===== config.mk =====
export PLATFORM = sky130hd
export DESIGN_NAME = decode_stage_flat
export DESIGN_NICKNAME = d
export VERILOG_FILES = /design/src/rtl/decode_stage_if.sv /design/src/rtl/decode_stage.sv /design/src/flat_wrapper.sv
export SDC_FILE = /design/constraint.sdc
export NUM_CORES = 1
export LEC_CHECK = 0
export ABC_AREA = 1
export ABC_CLOCK_PERIOD_IN_PS = 3600
export CORE_MARGIN = 3
export CORE_UTILIZATION = 35
export CTS_CLUSTER_SIZE = 14
export DETAILED_ROUTE_END_ITERATION = 16
export PLACE_DENSITY = 0.77
export REMOVE_ABC_BUFFERS = 1
export SLEW_MARGIN = 40
export SYNTH_ARGS = -nofsm -noshare
export SYNTH_HDL_FRONTEND = slang
export SYNTH_SLANG_ARGS = --single-unit

===== constraint.sdc =====
create_clock -name clk -period 3.6 [get_ports clk]
set_clock_uncertainty 0.2 [all_clocks]
set_input_delay 0.9 -clock clk [delete_from_list [all_inputs] [get_ports clk]]
set_output_delay 0.9 -clock clk [all_outputs]
set_load 0.02 [all_outputs]

===== src/rtl/decode_stage_if.sv =====
// Fetch-side and execute-side bundle of the decode stage, each with a valid/ready handshake.
// master = fetch/execute environment, slave = decode_stage.
interface decode_stage_if #(
    parameter int DATA_W = 8,
    parameter int REG_W  = 3
);
    logic              in_valid;
    logic              in_ready;
    logic [3:0]        in_op;
    logic [REG_W-1:0]  in_srcA;
    logic [REG_W-1:0]  in_srcB;
    logic [REG_W-1:0]  in_dstE;
    logic [REG_W-1:0]  in_dstM;
    logic [DATA_W-1:0] in_valC;

    logic              out_valid;
    logic              out_ready;
    logic [3:0]        out_op;
    logic [DATA_W-1:0] out_valA;
    logic [DATA_W-1:0] out_valB;
    logic [DATA_W-1:0] out_valC;
    logic [REG_W-1:0]  out_dstE;
    logic [REG_W-1:0]  out_dstM;

    modport master (
        output in_valid, in_op, in_srcA, in_srcB, in_dstE, in_dstM, in_valC,
        input  in_ready,
        input  out_valid, out_op, out_valA, out_valB, out_valC, out_dstE, out_dstM,
        output out_ready
    );

    modport slave (
        input  in_valid, in_op, in_srcA, in_srcB, in_dstE, in_dstM, in_valC,
        output in_ready,
        output out_valid, out_op, out_valA, out_valB, out_valC, out_dstE, out_dstM,
        input  out_ready
    );
endinterface


===== src/rtl/decode_stage.sv =====
// Operand-decode stage: register-file read, result bypass, load-use stall, one output register.
// Latency 1 cycle; in_ready drops on output backpressure, hazard or flush. Define DECODE_FWD_EN for full bypassing.
module decode_stage #(
    parameter int DATA_W = 8,
    parameter int REG_W  = 3
) (
    input  logic              clk,
    input  logic              rst,
    decode_stage_if.slave     bus,
    output logic [REG_W-1:0]  rf_srcA,
    output logic [REG_W-1:0]  rf_srcB,
    input  logic [DATA_W-1:0] rf_A,
    input  logic [DATA_W-1:0] rf_B,
    input  logic [DATA_W-1:0] ex_valE,
    input  logic              mem_valid,
    input  logic [REG_W-1:0]  mem_dstE,
    input  logic [REG_W-1:0]  mem_dstM,
    input  logic [DATA_W-1:0] mem_valE,
    input  logic [DATA_W-1:0] mem_valM,
    input  logic [REG_W-1:0]  wb_dstE,
    input  logic [REG_W-1:0]  wb_dstM,
    input  logic [DATA_W-1:0] wb_E,
    input  logic [DATA_W-1:0] wb_M,
    input  logic              flush
);
    localparam logic [REG_W-1:0] R0 = '0;

    logic              out_valid_q;
    logic [3:0]        out_op_q;
    logic [DATA_W-1:0] out_valA_q;
    logic [DATA_W-1:0] out_valB_q;
    logic [DATA_W-1:0] out_valC_q;
    logic [REG_W-1:0]  out_dstE_q;
    logic [REG_W-1:0]  out_dstM_q;

    logic              adv;
    logic              hazard;
    logic              accept;
    logic [DATA_W-1:0] op_a;
    logic [DATA_W-1:0] op_b;

    assign rf_srcA = bus.in_srcA;
    assign rf_srcB = bus.in_srcB;

    assign adv          = !out_valid_q || bus.out_ready;
    assign bus.in_ready = adv && !hazard && !flush;
    assign accept       = bus.in_valid && bus.in_ready;

`ifdef DECODE_FWD_EN
    // Youngest producer first; within a stage M beats E, as in the register file.
    function automatic logic [DATA_W-1:0] pick(input logic [REG_W-1:0] src,
                                               input logic [DATA_W-1:0] rf_val);
        logic [DATA_W-1:0] v;
        if (src == R0)                                 v = '0;
        else if (out_valid_q && out_dstE_q == src)     v = ex_valE;
        else if (mem_valid && mem_dstM == src)         v = mem_valM;
        else if (mem_valid && mem_dstE == src)         v = mem_valE;
        else if (wb_dstM == src)                       v = wb_M;
        else if (wb_dstE == src)                       v = wb_E;
        else                                           v = rf_val;
        return v;
    endfunction

    always_comb begin
        op_a   = pick(bus.in_srcA, rf_A);
        op_b   = pick(bus.in_srcB, rf_B);
        // A load in execute has no data yet; only a stall resolves it.
        hazard = out_valid_q && (out_dstM_q != R0) &&
                 ((out_dstM_q == bus.in_srcA) || (out_dstM_q == bus.in_srcB));
    end
`else
    // Without bypassing, any in-flight writer of a source holds the bundle until it is in the register file.
    function automatic logic busy(input logic [REG_W-1:0] src);
        return (src != R0) &&
               ((out_valid_q && (out_dstE_q == src || out_dstM_q == src)) ||
                (mem_valid && (mem_dstE == src || mem_dstM == src)) ||
                (wb_dstE == src) || (wb_dstM == src));
    endfunction

    logic unused_fwd;
    assign unused_fwd = ^{ex_valE, mem_valE, mem_valM, wb_E, wb_M};

    always_comb begin
        op_a   = (bus.in_srcA == R0) ? '0 : rf_A;
        op_b   = (bus.in_srcB == R0) ? '0 : rf_B;
        hazard = busy(bus.in_srcA) || busy(bus.in_srcB);
    end
`endif

    always_ff @(posedge clk) begin
        if (rst) begin
            out_valid_q <= 1'b0;
            out_op_q    <= '0;
            out_valA_q  <= '0;
            out_valB_q  <= '0;
            out_valC_q  <= '0;
            out_dstE_q  <= '0;
            out_dstM_q  <= '0;
        end else if (flush) begin
            out_valid_q <= 1'b0;
        end else if (adv) begin
            if (accept) begin
                out_valid_q <= 1'b1;
                out_op_q    <= bus.in_op;
                out_valA_q  <= op_a;
                out_valB_q  <= op_b;
                out_valC_q  <= bus.in_valC;
                out_dstE_q  <= bus.in_dstE;
                out_dstM_q  <= bus.in_dstM;
            end else begin
                out_valid_q <= 1'b0;
            end
        end
    end

    assign bus.out_valid = out_valid_q;
    assign bus.out_op    = out_op_q;
    assign bus.out_valA  = out_valA_q;
    assign bus.out_valB  = out_valB_q;
    assign bus.out_valC  = out_valC_q;
    assign bus.out_dstE  = out_dstE_q;
    assign bus.out_dstM  = out_dstM_q;
endmodule


===== src/flat_wrapper.sv =====
// flat-port wrapper written by rule: the top's interface ports become plain ports
module decode_stage_flat 
#(
    parameter int DATA_W = 8,
    parameter int REG_W  = 3
)
  (clk, rst, rf_srcA, rf_srcB, rf_A, rf_B, ex_valE, mem_valid, mem_dstE, mem_dstM, mem_valE, mem_valM, wb_dstE, wb_dstM, wb_E, wb_M, flush, bus_in_valid, bus_in_op, bus_in_srcA, bus_in_srcB, bus_in_dstE, bus_in_dstM, bus_in_valC, bus_in_ready, bus_out_valid, bus_out_op, bus_out_valA, bus_out_valB, bus_out_valC, bus_out_dstE, bus_out_dstM, bus_out_ready);
  decode_stage_if #(.DATA_W(DATA_W), .REG_W(REG_W)) bus_i ();
  input  logic clk;
  input  logic rst;
  output logic [REG_W-1:0] rf_srcA;
  output logic [REG_W-1:0] rf_srcB;
  input  logic [DATA_W-1:0] rf_A;
  input  logic [DATA_W-1:0] rf_B;
  input  logic [DATA_W-1:0] ex_valE;
  input  logic mem_valid;
  input  logic [REG_W-1:0] mem_dstE;
  input  logic [REG_W-1:0] mem_dstM;
  input  logic [DATA_W-1:0] mem_valE;
  input  logic [DATA_W-1:0] mem_valM;
  input  logic [REG_W-1:0] wb_dstE;
  input  logic [REG_W-1:0] wb_dstM;
  input  logic [DATA_W-1:0] wb_E;
  input  logic [DATA_W-1:0] wb_M;
  input  logic flush;
  input wire logic [$bits(bus_i.in_valid)-1:0] bus_in_valid;
  input wire logic [$bits(bus_i.in_op)-1:0] bus_in_op;
  input wire logic [$bits(bus_i.in_srcA)-1:0] bus_in_srcA;
  input wire logic [$bits(bus_i.in_srcB)-1:0] bus_in_srcB;
  input wire logic [$bits(bus_i.in_dstE)-1:0] bus_in_dstE;
  input wire logic [$bits(bus_i.in_dstM)-1:0] bus_in_dstM;
  input wire logic [$bits(bus_i.in_valC)-1:0] bus_in_valC;
  output wire logic [$bits(bus_i.in_ready)-1:0] bus_in_ready;
  output wire logic [$bits(bus_i.out_valid)-1:0] bus_out_valid;
  output wire logic [$bits(bus_i.out_op)-1:0] bus_out_op;
  output wire logic [$bits(bus_i.out_valA)-1:0] bus_out_valA;
  output wire logic [$bits(bus_i.out_valB)-1:0] bus_out_valB;
  output wire logic [$bits(bus_i.out_valC)-1:0] bus_out_valC;
  output wire logic [$bits(bus_i.out_dstE)-1:0] bus_out_dstE;
  output wire logic [$bits(bus_i.out_dstM)-1:0] bus_out_dstM;
  input wire logic [$bits(bus_i.out_ready)-1:0] bus_out_ready;
  assign bus_i.in_valid = bus_in_valid;
  assign bus_i.in_op = bus_in_op;
  assign bus_i.in_srcA = bus_in_srcA;
  assign bus_i.in_srcB = bus_in_srcB;
  assign bus_i.in_dstE = bus_in_dstE;
  assign bus_i.in_dstM = bus_in_dstM;
  assign bus_i.in_valC = bus_in_valC;
  assign bus_in_ready = bus_i.in_ready;
  assign bus_out_valid = bus_i.out_valid;
  assign bus_out_op = bus_i.out_op;
  assign bus_out_valA = bus_i.out_valA;
  assign bus_out_valB = bus_i.out_valB;
  assign bus_out_valC = bus_i.out_valC;
  assign bus_out_dstE = bus_i.out_dstE;
  assign bus_out_dstM = bus_i.out_dstM;
  assign bus_i.out_ready = bus_out_ready;
  decode_stage #(.DATA_W(DATA_W), .REG_W(REG_W)) u_core (.clk(clk), .rst(rst), .bus(bus_i), .rf_srcA(rf_srcA), .rf_srcB(rf_srcB), .rf_A(rf_A), .rf_B(rf_B), .ex_valE(ex_valE), .mem_valid(mem_valid), .mem_dstE(mem_dstE), .mem_dstM(mem_dstM), .mem_valE(mem_valE), .mem_valM(mem_valM), .wb_dstE(wb_dstE), .wb_dstM(wb_dstM), .wb_E(wb_E), .wb_M(wb_M), .flush(flush));
endmodule

==> results.sh <==
export IMPL_outcome="finished, final reports clean"
export IMPL_cp_start_kind="input pin"
export IMPL_max_slew_margin_rel_pct=67.2
export IMPL_ios=140
export IMPL_cts_root_buf="clkbuf_8"
export IMPL_syn2layout_area_growth_pct=52.7
export IMPL_worst_setup_path_end_kind="output pin"
export IMPL_drv_slew=0
export IMPL_cp_startpoint="bus_in_srcA[0]"
export IMPL_fp_dieW_um=86.2
export IMPL_cts_setup_buffers=0
export IMPL_nFillCells=603
export IMPL_grt_pass1_wl_um=10400
export IMPL_routabilityCongestion=0.868
export IMPL_drt_pass1_iter_count=4
export IMPL_fmax_mhz=288
export IMPL_layout_setup_ws_ns=0.130
export IMPL_synthMuxAreaShare_pct=0
export IMPL_cp_top_family="buffers and inverters"
export IMPL_synth_area_um2=2250
export IMPL_antenna_found_initial=0
export IMPL_regToRegStartpoint="u_core.bus.out_dstM[1]"
export IMPL_timing_reg2reg_setup_slack_ns=1.49
export IMPL_netlist_instances=347
export IMPL_worstPathCellList="clkdlybuf4s50_1 > buf_4 > xnor2_1 > nand3_1 > nand2_1 > nand2_1 > nand3_2 > nand2_8 > nand3_4 > inv_1 > buf_2"
export IMPL_insertion_delay_ns=0.28
export IMPL_cts_sinks=35
export IMPL_grtUsageTotal_pct=17.3
export IMPL_grt_remaining_overflow=0
export IMPL_drtIter0Drc=73
export IMPL_totalWireLength_um=6360
export IMPL_synth_top_family_by_area="simple AND/OR/NAND/NOR gates"
export IMPL_die_area_um2=7430
export IMPL_drive_gt1_share_pct=9.17
export IMPL_die_y_um=86.2
export IMPL_slowest_delay_ns=0.45
export IMPL_worstPathRequired_ns=2.50
export IMPL_leakage_nw=1.58
export IMPL_synthAdderAreaFrac_pct=0
export IMPL_hold_viol=0
export IMPL_place_hpwl_um=4600
export IMPL_multi_input_area_um2=1220
export IMPL_grt_max_degree=36
export IMPL_fin_nets=544
export IMPL_wl_per_cell_um=12.2
export IMPL_cp_max_fo=8
export IMPL_rsz0062_at_grt="no"
export IMPL_rows=28
export IMPL_via_count=2465
export IMPL_synth_simple_area_share_pct=43.0
export IMPL_core_area_um2=6060
export IMPL_power_density_nw_per_um2=366
export IMPL_worstPathArrival_ns=2.37
export IMPL_period_minus_slack_ns=3.47
export IMPL_synth_warnings=0
export IMPL_cts_made_buffers=5
export IMPL_path_buf_inv=4
export IMPL_hold_path_class="flip-flop to flip-flop"
export IMPL_clkTransAtPathRegs_ns=0.07
export IMPL_pre_cts_ws_ns=-0.463
export IMPL_diodes=0
export IMPL_cts_buffer_depth=2
export IMPL_critical_path_class="input pin to output pin"
export IMPL_setup_viol=0
export IMPL_via_per_inst=4.72
export IMPL_maxCapViolCount=0
export IMPL_seqCellArea_um2=701
export IMPL_irDropWorstVdd_mv=0.250
export IMPL_port_buffers=99
export IMPL_ys_ff_latch=35
export IMPL_cts_max_level=2
export IMPL_crit_top_cell="nand2_1"
export IMPL_hold_buffers=0
export IMPL_final_area_um2=3440
export IMPL_slowest_stage="clkdlybuf4s50_1"
export IMPL_syn_avg_cell_area_um2=6.49
export IMPL_synth_xor_area_share_pct=10.1
export IMPL_postRouteAntennaNets=0
export IMPL_yosysSeqAreaShare_pct=31.1
export IMPL_drc=0
export IMPL_period_share_pct=96.4
export IMPL_start_util_pct=37.2
export IMPL_grt_pass1_vias=2321
export IMPL_tritoncts="built"
export IMPL_hp_start="u_core.bus.out_valA[5]"
export IMPL_synth_compound_area_share_pct=0.611
export IMPL_ys_types=21
export IMPL_post_dp_cell_area_um2=3320
export IMPL_worstMarginPinSlew_ns=0.492
[logic make-up (layout without fill, tap and decap cells)]
family                    Yosys count  after routing
buffers and inverters              68            168
DFF                                35             35
xor gates and xnor gates           26             26
and+or+nand+nor                   216            216
AOI/OAI and AO/OA                   2              2
[sequential cells by signal, summed over array words and instances, names as in the netlist]
register	cells
u_core.bus.out_valC	8
u_core.bus.out_dstM	3
u_core.bus.out_dstE	3
u_core.bus.out_op	4
u_core.bus.out_valA	8
u_core.bus.out_valid	1
u_core.bus.out_valB	8
[layer usage]
| metal | part of all wire (%) | track usage (%) | vias up |
|---|---|---|---|
| li1 | - | - | 1269 |
| met1 | 43 | 20.4 | 1099 |
| met2 | 47 | 30.1 | 91 |
| met3 | 9.1 | 5.04 | 6 |
| met4 | 0.96 | 5.38 | 0 |
| met5 | 0 | 0 | - |
[worst reg2reg max path: cells and delay by family, from the launching register on]
kind | cells | cell delay (ns)
flip-flops | 1 | 0.47
buffers and inverters | 2 | 0.22
AND/OR/NAND/NOR | 11 | 1.17
[metrics by stage]
step	total power, mW	hold WS (ns)	cells	setup TNS, ns	util [%]
floorplan	0.671	0.358	318	0	-
global placement	0.900	0.263	514	-0.402	54.7
detailed placement	0.906	0.273	514	-0.463	54.7
CTS	1.27	0.286	522	0	56.7
global route	1.33	0.308	522	0	56.8
finish	1.26	0.283	522	0	56.8
[synthesized netlist by cell type]
master    instances  area share (%)
nand4_1          34             9.4
nand2_1          95              16
clkinv_1          1            0.17
a21oi_2           1            0.39
nor2_8            1            0.89
or3_1             1            0.28
inv_1            35             5.8
nand2_8           1            0.89
buf_2             6             1.3
nand3_4           1            0.78
xnor2_1          26              10
buf_1             3            0.50
nor2_1           68              11
nand3_2           1            0.44
a21oi_1           1            0.22
buf_6             5             2.5
dfxtp_1          35              31
buf_4            11             3.7
clkbuf_1          4            0.67
nand3_1          14             3.1
inv_2             3            0.50
[timing repair]
| item | in CTS | in global routing |
|---|---|---|
| pin swaps | 0 | 0 |
| setup endpoints to repair | 1 | 1 |
| resized for setup | 7 | 4 |
[worst paths after layout]
| kind | end | cells after the start |
|---|---|---|
| worst max-delay path | bus_in_ready | 11 |
| worst min-delay path | u_core.bus.out_valA[5] | 2 |
| worst max register to register | u_core.bus.out_valC[7] | 13 |
| worst min register to register | u_core.bus.out_valA[5] | 2 |
[cell usage in the layout, fill, tap and decap left out]
cell type,count
a21oi_1,1
a21oi_4,1
buf_2,1
buf_4,20
buf_6,2
bufinv_16,1
clkbuf_8,6
clkdlybuf4s50_1,94
clkinv_2,2
dfxtp_1,35
dlygate4sd2_1,3
dlymetal6s2s_1,1
inv_1,35
inv_2,3
nand2_1,95
nand2_8,1
nand3_1,14
nand3_2,1
nand3_4,1
nand4_1,34
nor2_1,68
nor2_8,1
or3_4,1
xnor2_1,26
[where the power goes]
part	leakage (nW)	switching (mW)	total, mW	internal, mW
Clock	0.0612	0.142	0.366	0.224
Sequential	0.286	0.0241	0.447	0.422
Combinational	1.23	0.230	0.446	0.216
[cell type report]
cell class / instances / area share (%)
multi-input cells: 244 / 35.5
repair buffers: 121 / 33.6
flip-flops and latches: 35 / 20.4
inverters: 39 / 4.29
well taps: 75 / 2.73
clock buffers: 6 / 2.40
clock inverters: 2 / 1.02
Power figures use the tool's default switching activity.
